## src/rtl/factorial_ctrl_pkg.sv

```systemverilog
`default_nettype none
// ============================================================================
//  Module   : factorial_ctrl_pkg
//  Brief    : Shared state encoding for the iterative factorial controller.
//  Revision : 1.0  initial release
// ============================================================================
package factorial_ctrl_pkg;

    localparam int STATE_W = 2;

    typedef enum logic [STATE_W-1:0] {
        S_IDLE = 2'd0,
        S_RUN  = 2'd1,
        S_DONE = 2'd2
    } state_t;

endpackage : factorial_ctrl_pkg
`default_nettype wire

```

## src/rtl/factorial_ctrl_register.sv

```systemverilog
`default_nettype none
// ============================================================================
//  Module   : register
//  Brief    : Plain load-enabled storage register; the controller decides
//             when it loads and what it loads (including the reset value).
//  Revision : 1.0  initial release
// ============================================================================
module register #(
    parameter int SIZE = 8
) (
    input  logic            clk,
    input  logic            load_reg,
    input  logic [SIZE-1:0] d,
    output logic [SIZE-1:0] q
);

    // Capture d on any edge where the controller asserts load_reg
    always_ff @(posedge clk) begin
        if (load_reg) begin
            q <= d;
        end
    end

endmodule : register
`default_nettype wire

```

## src/rtl/factorial_ctrl.sv

```systemverilog
`default_nettype none
// ============================================================================
//  Module   : factorial_ctrl
//  Brief    : Iterative n! engine on a go/done handshake. One multiply per
//             cycle into a product register, a down-counting count register,
//             and a sticky overflow flag when the true result exceeds SIZE.
//  Revision : 1.0  initial release
// ============================================================================
module factorial_ctrl
    import factorial_ctrl_pkg::*;
#(
    parameter int IN_WIDTH = 4,
    parameter int SIZE     = 8
) (
    input  logic                clk,
    input  logic                rst,
    input  logic                go,
    input  logic [IN_WIDTH-1:0] n,
    output logic                busy,
    output logic                done,
    output logic                err,
    output logic [SIZE-1:0]     product
);

    localparam logic [SIZE-1:0]     c_prod_one = {{(SIZE-1){1'b0}}, 1'b1};
    localparam logic [IN_WIDTH-1:0] c_cnt_one  = {{(IN_WIDTH-1){1'b0}}, 1'b1};

    state_t                      r_state;
    state_t                      w_state_next;
    logic                        r_err;
    logic                        w_err_next;

    logic                        w_prod_load;
    logic [SIZE-1:0]             w_prod_d;
    logic [SIZE-1:0]             w_prod_q;
    logic                        w_cnt_load;
    logic [IN_WIDTH-1:0]         w_cnt_d;
    logic [IN_WIDTH-1:0]         w_cnt_q;

    logic [SIZE+IN_WIDTH-1:0]    w_full;
    logic                        w_ovf;
    logic                        w_cnt_le1;

    // Full-width product; any bit above SIZE means the true n! no longer fits
    assign w_full    = {{IN_WIDTH{1'b0}}, w_prod_q} * {{SIZE{1'b0}}, w_cnt_q};
    assign w_ovf     = |w_full[SIZE+IN_WIDTH-1:SIZE];
    assign w_cnt_le1 = (w_cnt_q <= c_cnt_one);

    register #(.SIZE(SIZE)) u_prod_reg (
        .clk      (clk),
        .load_reg (w_prod_load),
        .d        (w_prod_d),
        .q        (w_prod_q)
    );

    register #(.SIZE(IN_WIDTH)) u_cnt_reg (
        .clk      (clk),
        .load_reg (w_cnt_load),
        .d        (w_cnt_d),
        .q        (w_cnt_q)
    );

    // State and overflow flag registers
    always_ff @(posedge clk) begin
        if (rst) begin
            r_state <= S_IDLE;
            r_err   <= 1'b0;
        end else begin
            r_state <= w_state_next;
            r_err   <= w_err_next;
        end
    end

    // Next state plus the load/data muxes feeding both registers
    always_comb begin
        w_state_next = r_state;
        w_err_next   = r_err;
        w_prod_load  = 1'b0;
        w_prod_d     = '0;
        w_cnt_load   = 1'b0;
        w_cnt_d      = '0;

        if (rst) begin
            // Storage has no reset of its own: clear it by loading zero
            w_state_next = S_IDLE;
            w_err_next   = 1'b0;
            w_prod_load  = 1'b1;
            w_cnt_load   = 1'b1;
        end else begin
            case (r_state)
                S_IDLE: begin
                    if (go) begin
                        w_prod_load  = 1'b1;
                        w_prod_d     = c_prod_one;
                        w_cnt_load   = 1'b1;
                        w_cnt_d      = n;
                        w_err_next   = 1'b0;
                        w_state_next = S_RUN;
                    end
                end
                S_RUN: begin
                    if (w_cnt_le1) begin
                        w_state_next = S_DONE;
                    end else if (w_ovf) begin
                        // Keep the truncated value and stop immediately
                        w_prod_load  = 1'b1;
                        w_prod_d     = w_full[SIZE-1:0];
                        w_err_next   = 1'b1;
                        w_state_next = S_DONE;
                    end else begin
                        w_prod_load  = 1'b1;
                        w_prod_d     = w_full[SIZE-1:0];
                        w_cnt_load   = 1'b1;
                        w_cnt_d      = w_cnt_q - c_cnt_one;
                    end
                end
                S_DONE: begin
                    if (!go) begin
                        w_state_next = S_IDLE;
                    end
                end
                default: begin
                    w_state_next = S_IDLE;
                end
            endcase
        end
    end

    assign busy    = (r_state == S_RUN);
    assign done    = (r_state == S_DONE);
    assign err     = r_err;
    assign product = w_prod_q;

endmodule : factorial_ctrl
`default_nettype wire

```

## config.mk

```make
export PLATFORM = sky130hd
export DESIGN_NAME = factorial_ctrl
export DESIGN_NICKNAME = d
export VERILOG_FILES = /design/src/rtl/factorial_ctrl_pkg.sv /design/src/rtl/factorial_ctrl_register.sv /design/src/rtl/factorial_ctrl.sv
export SDC_FILE = /design/constraint.sdc
export NUM_CORES = 1
export LEC_CHECK = 0
export ABC_CLOCK_PERIOD_IN_PS = 4700
export CAP_MARGIN = 20
export CORE_MARGIN = 1
export CORE_UTILIZATION = 30
export CTS_CLUSTER_DIAMETER = 100
export DETAILED_ROUTE_END_ITERATION = 12
export GPL_ROUTABILITY_DRIVEN = 0
export MAX_ROUTING_LAYER = met4
export PLACE_DENSITY_LB_ADDON = 0.3
export SYNTH_ARGS = -nofsm -noshare
export SYNTH_HDL_FRONTEND = slang
export SYNTH_SLANG_ARGS = --single-unit
```

## constraint.sdc

```tcl
create_clock -name clk -period 4.7 [get_ports clk]
set_input_delay 0.47 -clock clk [delete_from_list [all_inputs] [get_ports clk]]
set_output_delay 0.47 -clock clk [all_outputs]
set_load 0.01 [all_outputs]
```

Word-level counts from Yosys, hierarchy flattened
Index checks and enable logic that the tools add are counted.

cells by class
  add/sub/neg operators = 1
  $mul = 1
  divide/modulo/power cells = 0
  magnitude comparators = 1
  equality and inequality tests = 7
  shift-type cells = 0
  mux-type cells = 24
  bitwise operators = 0
  reduce and logical (&&, ||, !) cells = 5

operators by type and width
  kind                   number
  $pmux W8 S2            1
  $mul A8 B4 Y12         1
  $mux W4                3
  $mux W1                10
  $mux W2                4
  $mux W8                1
  $pmux W4 S2            1
  $ne A2 B2 Y1 const B   3
  $pmux W1 S2            3
  $pmux W2 S3            1
  $le A4 B1 Y1 const B   1
  $reduce_and A4 Y1      1
  $reduce_or A4 Y1       1
  $sub A4 B1 Y4 const B  1
  $ne A3 B1 Y1 const B   1
  $reduce_and A3 Y1      1
  $eq A2 B1 Y1 const B   1
  $eq A2 B2 Y1 const B   1
  $logic_not A2 Y1       1
  $ne A2 B1 Y1 const B   1
  $reduce_bool A2 Y1     1

word-level totals
  bits in registers = 15
  latch bits = 0
  bits in writable memories = 0
  bits in read-only memories = 0
  input port bits = 7
  output and inout bits = 11
  word-level logic and storage cells = 43
  memories = 0

Logic depth before layout (Yosys ltp)
  word-level depth = 6
  mapped depth = 13
  gate-level depth less buffers = 12

By module
From an unflattened synthesis, not the netlist that was laid out.

unflattened totals
  cells, all modules = 199
  area total of the unflattened synthesis = 1779.2 µm²

by module, submodules not included
  module                 times used  cells each  area an instance (µm²)  sequential area each (µm²)
  factorial_ctrl         1           187         1418.9                  60.1
  register (u_prod_reg)  1           8           240.2                   240.2
  register (u_cnt_reg)   1           4           120.1                   120.1

Least setup slack after synthesis
OpenSTA, ideal clock, no wires.

  kind = reg2reg
  start point = reg u_cnt_reg.q[3]
  end point = reg u_cnt_reg.q[2] (data pin)
  library setup time = 0.142 ns
  arrival time = 3.644 ns
  required time = 4.558 ns
  setup slack = 0.914 ns
  stages on the path, launching flop included = 13
  path buffers = 1
  clock period less this slack = 3.786 ns
  cells stage by stage = edfxtp_1 > clkbuf_1 > nand2_1 > fa_1 > inv_1 > fa_1 > fa_1 > a211oi_2 > o21bai_1 > a21oi_2 > xor2_1 > or4b_4 > o21ai_2

between the ends
  cells in the longest elaborated chain, start to end = 5
  elaborated cells between the ends (all ways) = 6
  classes of those cells = mul: 1; order compare: 1; mux: 3; reduce/logical: 1

RTL lines
  item                      RTL line                       RTL
  start: declaration        factorial_ctrl_register.sv:14  output logic [SIZE-1:0] q
  start signal: assignment  factorial_ctrl_register.sv:20  q <= d;
  $mul A8 B4 Y12            factorial_ctrl.sv:45           assign w_full = {{IN_WIDTH{1'b0}}, w_prod_q} * {{SIZE{1'b0}}, w_cnt_q};
  $reduce_or A4 Y1          factorial_ctrl.sv:46           assign w_ovf = |w_full[SIZE+IN_WIDTH-1:SIZE];
  $mux W4                   factorial_ctrl.sv:104          end else if (w_ovf) begin
  $mux W4 (*)               factorial_ctrl.sv:102          if (w_cnt_le1) begin
  $pmux W4 S2 (*)           factorial_ctrl.sv:90           case (r_state)

Mark *: on every way between the ends. The rest lies on a longest branch, timed or not.
A chain may end at the register's enable or synchronous reset.

Final worst setup path
Same ends and word-level chain as after synthesis.

==> impl_results.md <==
* Switching pwr at 0.2395 mW
* Hold buffers post-CTS at 0
* # setup viols final at 0
* HP Start: err
* Hold Crit Class: register to register
* Antenna Nets Post-Route at 0
* Antenna violations before repair at 0
* R2R cell count at 11
* Peak Freq at 251.3 MHz
* Core area at 5473 sq um
* CP startpoint kind: register
* Largest net degree at the start of global routing at 13
* Congestion Overflow GR at 0
* Max_cap viols at 0
* Clock Tree Buf Depth at 2
* TritonCTS clock tree: built
* Ys flop type: edfxtp_1
* Ys Warns at 0
* Crit end category: register
* Critical Path AT at 4.10 ns
* Vias per cell at 4.931
* Starting Density at 0.3100
* Post-Synthesis Cells at 186
* R2r setup slk at 0.72 ns
* Status: complete, no violations
* Max rail drop VDD at 110.8 uV
* Share of cells above drive strength 1 at 0.08911
* Pre-CTS setup slack at 0.7256 ns
* Vias in the first global route at 1426
* Unrepaired setup endpoints after global routing: false
* Post-layout minimum cycle time at 3.979 ns
* PwrDens at 299.2 nW/um^2
* Post-route DRC at 0
* Tcrit/Tclk final at 0.8466
* Diodes inserted at 0
* EDFF count, synth at 12
* GR Util All Layers at 0.1415
* Full die area at 5960 sq um
* Die width at 77.20 microns
* LEAKAGE at 0.8715 nW
* Nets at 240
* Req. time, crit path at 4.82 ns
* HPWL after DPL at 2.845 mm
* Normalized max-slew margin at 0.6901
* Slew at the pin closest to its max-slew limit at 0.4649 ns
* Unique masters post-synth at 45
* Post-Route Skew at 0.001133 ns
* Syn Nets at 223
* Setup WS post-layout at 0.7208 ns
* DR vias at 1351
* Clk root buf: clkbuf_8
* Synth Cell Area at 1697 sq um
* CP Class: register to register
* # clock sinks at 15
* Setup TNS at 0 ns
* Post-route insts no fill at 274
* Reg clk slew, reported paths at 0.06 ns
* FF+latch area at 420.4 sq um
* I/O pins at 18
* Drt pass-1 iters at 4
* IO buf count at 17
* Setup crit start: u_cnt_reg.q[3]
* Critical R2R Capture: u_cnt_reg.q[2]
* Sw frac at 0.4052
* Power share of the combinational group at 0.448
* Fillers at 573
* CP max FO at 10
* Final slew viol count at 0
* Worst setup path endpoint: u_cnt_reg.q[2]
* Async SR Flop Fraction at 0
* Synth Area per Inst at 9.122 sq um
* Fin. Hold Viols at 0
* Drt first-iter violations at 61
* Site Rows at 27
* Routed WL per cell at 13.17 microns
* P_int at 0.3516 mW
* Chip Height at 77.20 microns
* R2r startpoint: u_cnt_reg.q[3]
* Total Wirelength at 3.609 mm
* Sequential element share of the synthesized area at 0.2478
* Sequential Power Share at 0.368
* Clock Power Share at 0.184
* Synth-to-Final Area Change at 16.45%
* Multi-input gate area at 1174 sq um
* CTS-repair resized insts at 0
* Yosys reg bits at 15
* # placed instances at 270
* First-pass GRT wire length at 6.624 mm
* Post-CTS setup buffers at 0
* Clock latency on the worst-skew pair at 0.25 ns
* Num CTS Buffers at 3
* H-tree Lvls at 1
==> flip-flops by register name (all words and copies together) (netlist names) <==
signal and flops:
u_prod_reg.q 8, u_cnt_reg.q 4, err 1, r_state 2
==> critical path, cell delays in order, from the launching register on <==
cell      delay (ns)
edfxtp_1        0.54
nand2_1         0.13
fa_1            0.54
inv_1           0.05
fa_1            0.52
fa_1            0.51
a211oi_2        0.27
o21bai_1        0.12
a21oi_2         0.15
xor2_1          0.29
or4b_4          0.56
o21ai_2         0.15
==> synth_stat cells, types with 4 or more instances <==
cell      number  share of area
inv_1         20          0.044
nand2b_1       4          0.015
edfxtp_1      12           0.21
o21ai_0        4          0.012
nor3_1         5          0.015
a21oi_1        8          0.024
xnor2_1        4          0.021
and2_1        18          0.066
ha_1          18           0.13
nand2_1       22          0.049
o21ai_2        4          0.021
nor2_1        10          0.022
fa_1          12           0.14
and3_1         4          0.015
==> logic make-up after synthesis <==
family | Yosys count | share of synthesized area
fa+ha+maj | 30 | 0.2743
flops | 15 | 0.2478
mux | 1 | 0.006637
buf+inv | 25 | 0.06047
simple gates | 75 | 0.2330
compound gates | 34 | 0.1468
xor+xnor | 6 | 0.03097
==> layer usage <==
| layer | global-route usage | part of all wire | wire [microns] | vias to the layer above |
|---|---|---|---|---|
| li1 | - | - | - | 665 |
| met5 | - | 0 | 0 | - |
| met4 | 0.03585 | 0.0078 | 28 | 0 |
| met2 | 0.2204 | 0.48 | 1725 | 23 |
| met1 | 0.1934 | 0.50 | 1792 | 659 |
| met3 | 0.01786 | 0.017 | 62 | 4 |
==> how the worst min path moves through the flow <==
stage / to / cells after the start
2_1_floorplan: err / 2
3_3_place_gp: err / 2
3_5_place_dp: err / 2
4_1_cts: err / 2
5_1_grt: err / 2
6_report: err / 2
==> metrics by stage <==
step                utilization  instance area [sq um]  hold WS (ns)  power, mW
global route             0.3610                   1976        0.5173     0.6509
detailed placement       0.3525                   1929        0.4685     0.4869
global placement         0.3525                   1929        0.4799     0.4863
finish                   0.3610                   1976        0.4770     0.5912
CTS                      0.3610                   1976        0.4859     0.5983
floorplan                     -                   1697        0.4851     0.3998
==> layout by cell type, fill, tap and decap left out, types with 3 or more instances in the layout <==
cell type	n
clkbuf_8	3
edfxtp_1	12
ha_1	18
xnor2_1	4
a21oi_1	8
and2_1	18
clkdlybuf4s50_1	17
o21ai_2	4
nor2_1	10
nor2b_1	3
and3_1	4
o21ai_0	4
nor3_1	5
fa_1	12
nand2_1	22
nand2b_1	4
dfxtp_1	3
inv_1	20
==> power groups by stage <==
stage,Clock [mW],Sequential [mW],Combinational (mW)
after floorplan,0,0.197,0.203
after global placement,0,0.222,0.264
after detailed placement,0,0.221,0.266
after CTS,0.112,0.219,0.267
after global routing,0.120,0.224,0.307
final,0.109,0.218,0.265
==> area by class of cell <==
type	instances	share of cell area
inverter	20	0.03800
multi-input combinational	146	0.5941
tap	72	0.04560
clock inverter	1	0.002533
clock buffer	3	0.02090
sequential	15	0.2128
timing repair buffer	17	0.08613
No activity file was read; power rests on OpenSTA's default activity.
==> variant: new RTL, same settings <==
`SIZE` is set to 8 in 2 places; all go to 16.
--- a/src/rtl/factorial_ctrl_register.sv
+++ b/src/rtl/factorial_ctrl_register.sv
@@ -6,7 +6,7 @@
 //  Revision : 1.0  initial release
 // ============================================================================
 module register #(
-    parameter int SIZE = 8
+    parameter int SIZE = 16
 ) (
     input  logic            clk,
     input  logic            load_reg,
--- a/src/rtl/factorial_ctrl.sv
+++ b/src/rtl/factorial_ctrl.sv
@@ -10,7 +10,7 @@
     import factorial_ctrl_pkg::*;
 #(
     parameter int IN_WIDTH = 4,
-    parameter int SIZE     = 8
+    parameter int SIZE     = 16
 ) (
     input  logic                clk,
     input  logic                rst,
Interface: changed (resized product); port bits go from 18 to 26. No check against the original RTL was run, so the function may have changed too.
==> variant against the unedited design <==
Routed wire length up 110%; area after synthesis increased by 79%; non-clock buffer count increased by 25; maximum frequency decreased by 12%; largest cell class unchanged; global-route usage up 1.7 points; worst setup slack got worse by 0.53 ns; sequential cell count up 8; total power increased by 110%; synthesized cell count increased by 85%; cell area is 85% higher; critical endpoint unchanged.
==> variant: results <==
[status]
status = complete, no violations

[grt]
grt_use_met2_pct = 27.3
grt_start_max_net_pins = 17
grt_pass1_wl_um = 12400
grt_use_total_pct = 15.8

[layout]
bufAreaShareNonClock_pct = 10.5
drive_gt1_share_pct = 10.5
n_fill_cell = 1027
seq_area_um2 = 661
biggestRegsByFlops = u_prod_reg.q x16, u_cnt_reg.q x4, r_state x2
multi_input_area_share_pct = 60.3
n_all_inverters = 52
multi_input_gates = 260
nNetsFinal = 443

[power]
pg_clk_mw = 0.136
cellLeakagePower_nw = 1.70
seq_power_mw = 0.331
netSwitchingFraction_pct = 45.5

[sta]
clock_skew_ns = 0.00725
min_period_ns = 4.51
holdWs_ns = 0.573

[critical_path]
cpMaxStageDelayCell = or4_4

[logic_synthesis]
synth_common_cells = inv_1 (52), and2_1 (47), nand2_1 (31)
synth_edf_count = 20
ys_seq_area_share_pct = 21.8
synthCells = 345
synth_area_leaders = edfxtp_1 (20%), fa_1 (18%), ha_1 (11%)
synth_fp_nets = 406

[placement]
place.port_buffers = 25
dp.cells = 506
post_dp_cell_area_um2 = 3500
pre_cts_ws_ns = -0.0218

[routing]
vias_per_cell = 4.79
met1_length_um = 3390
wl_per_cell_um = 14.5
postRouteWirelength_um = 7450
==> variant: changes by cell type after synthesis, sizes merged, moves of 5 or more <==
cell    before  now
clkbuf       3    8
edfxtp      12   20
and2        18   47
o31ai        0    5
a21oi        9   18
inv         20   52
nand3        1    7
fa          12   28
nor2        10   20
nand2       22   31
ha          18   26
==> variant: timing repair <==
item                       in CTS  in global routing
cloned                          0                  0
hold buffers                    0                  0
buffers inserted                1                  3
setup endpoints to repair       5                 11
resized for setup               2                 11
pin swaps                       0                  4
==> variant: cells by family after synthesis <==
| kind of cell | count (synthesis) | synth area share [%] |
|---|---|---|
| and+or+nand+nor | 133 | 22.9 |
| buffers and inverters | 62 | 7.93 |
| AOI/OAI and AO/OA | 59 | 14.1 |
| adders and majority gates | 54 | 29.2 |
| DFF | 23 | 21.8 |
| xor gates and xnor gates | 13 | 3.76 |
| muxes | 1 | 0.330 |
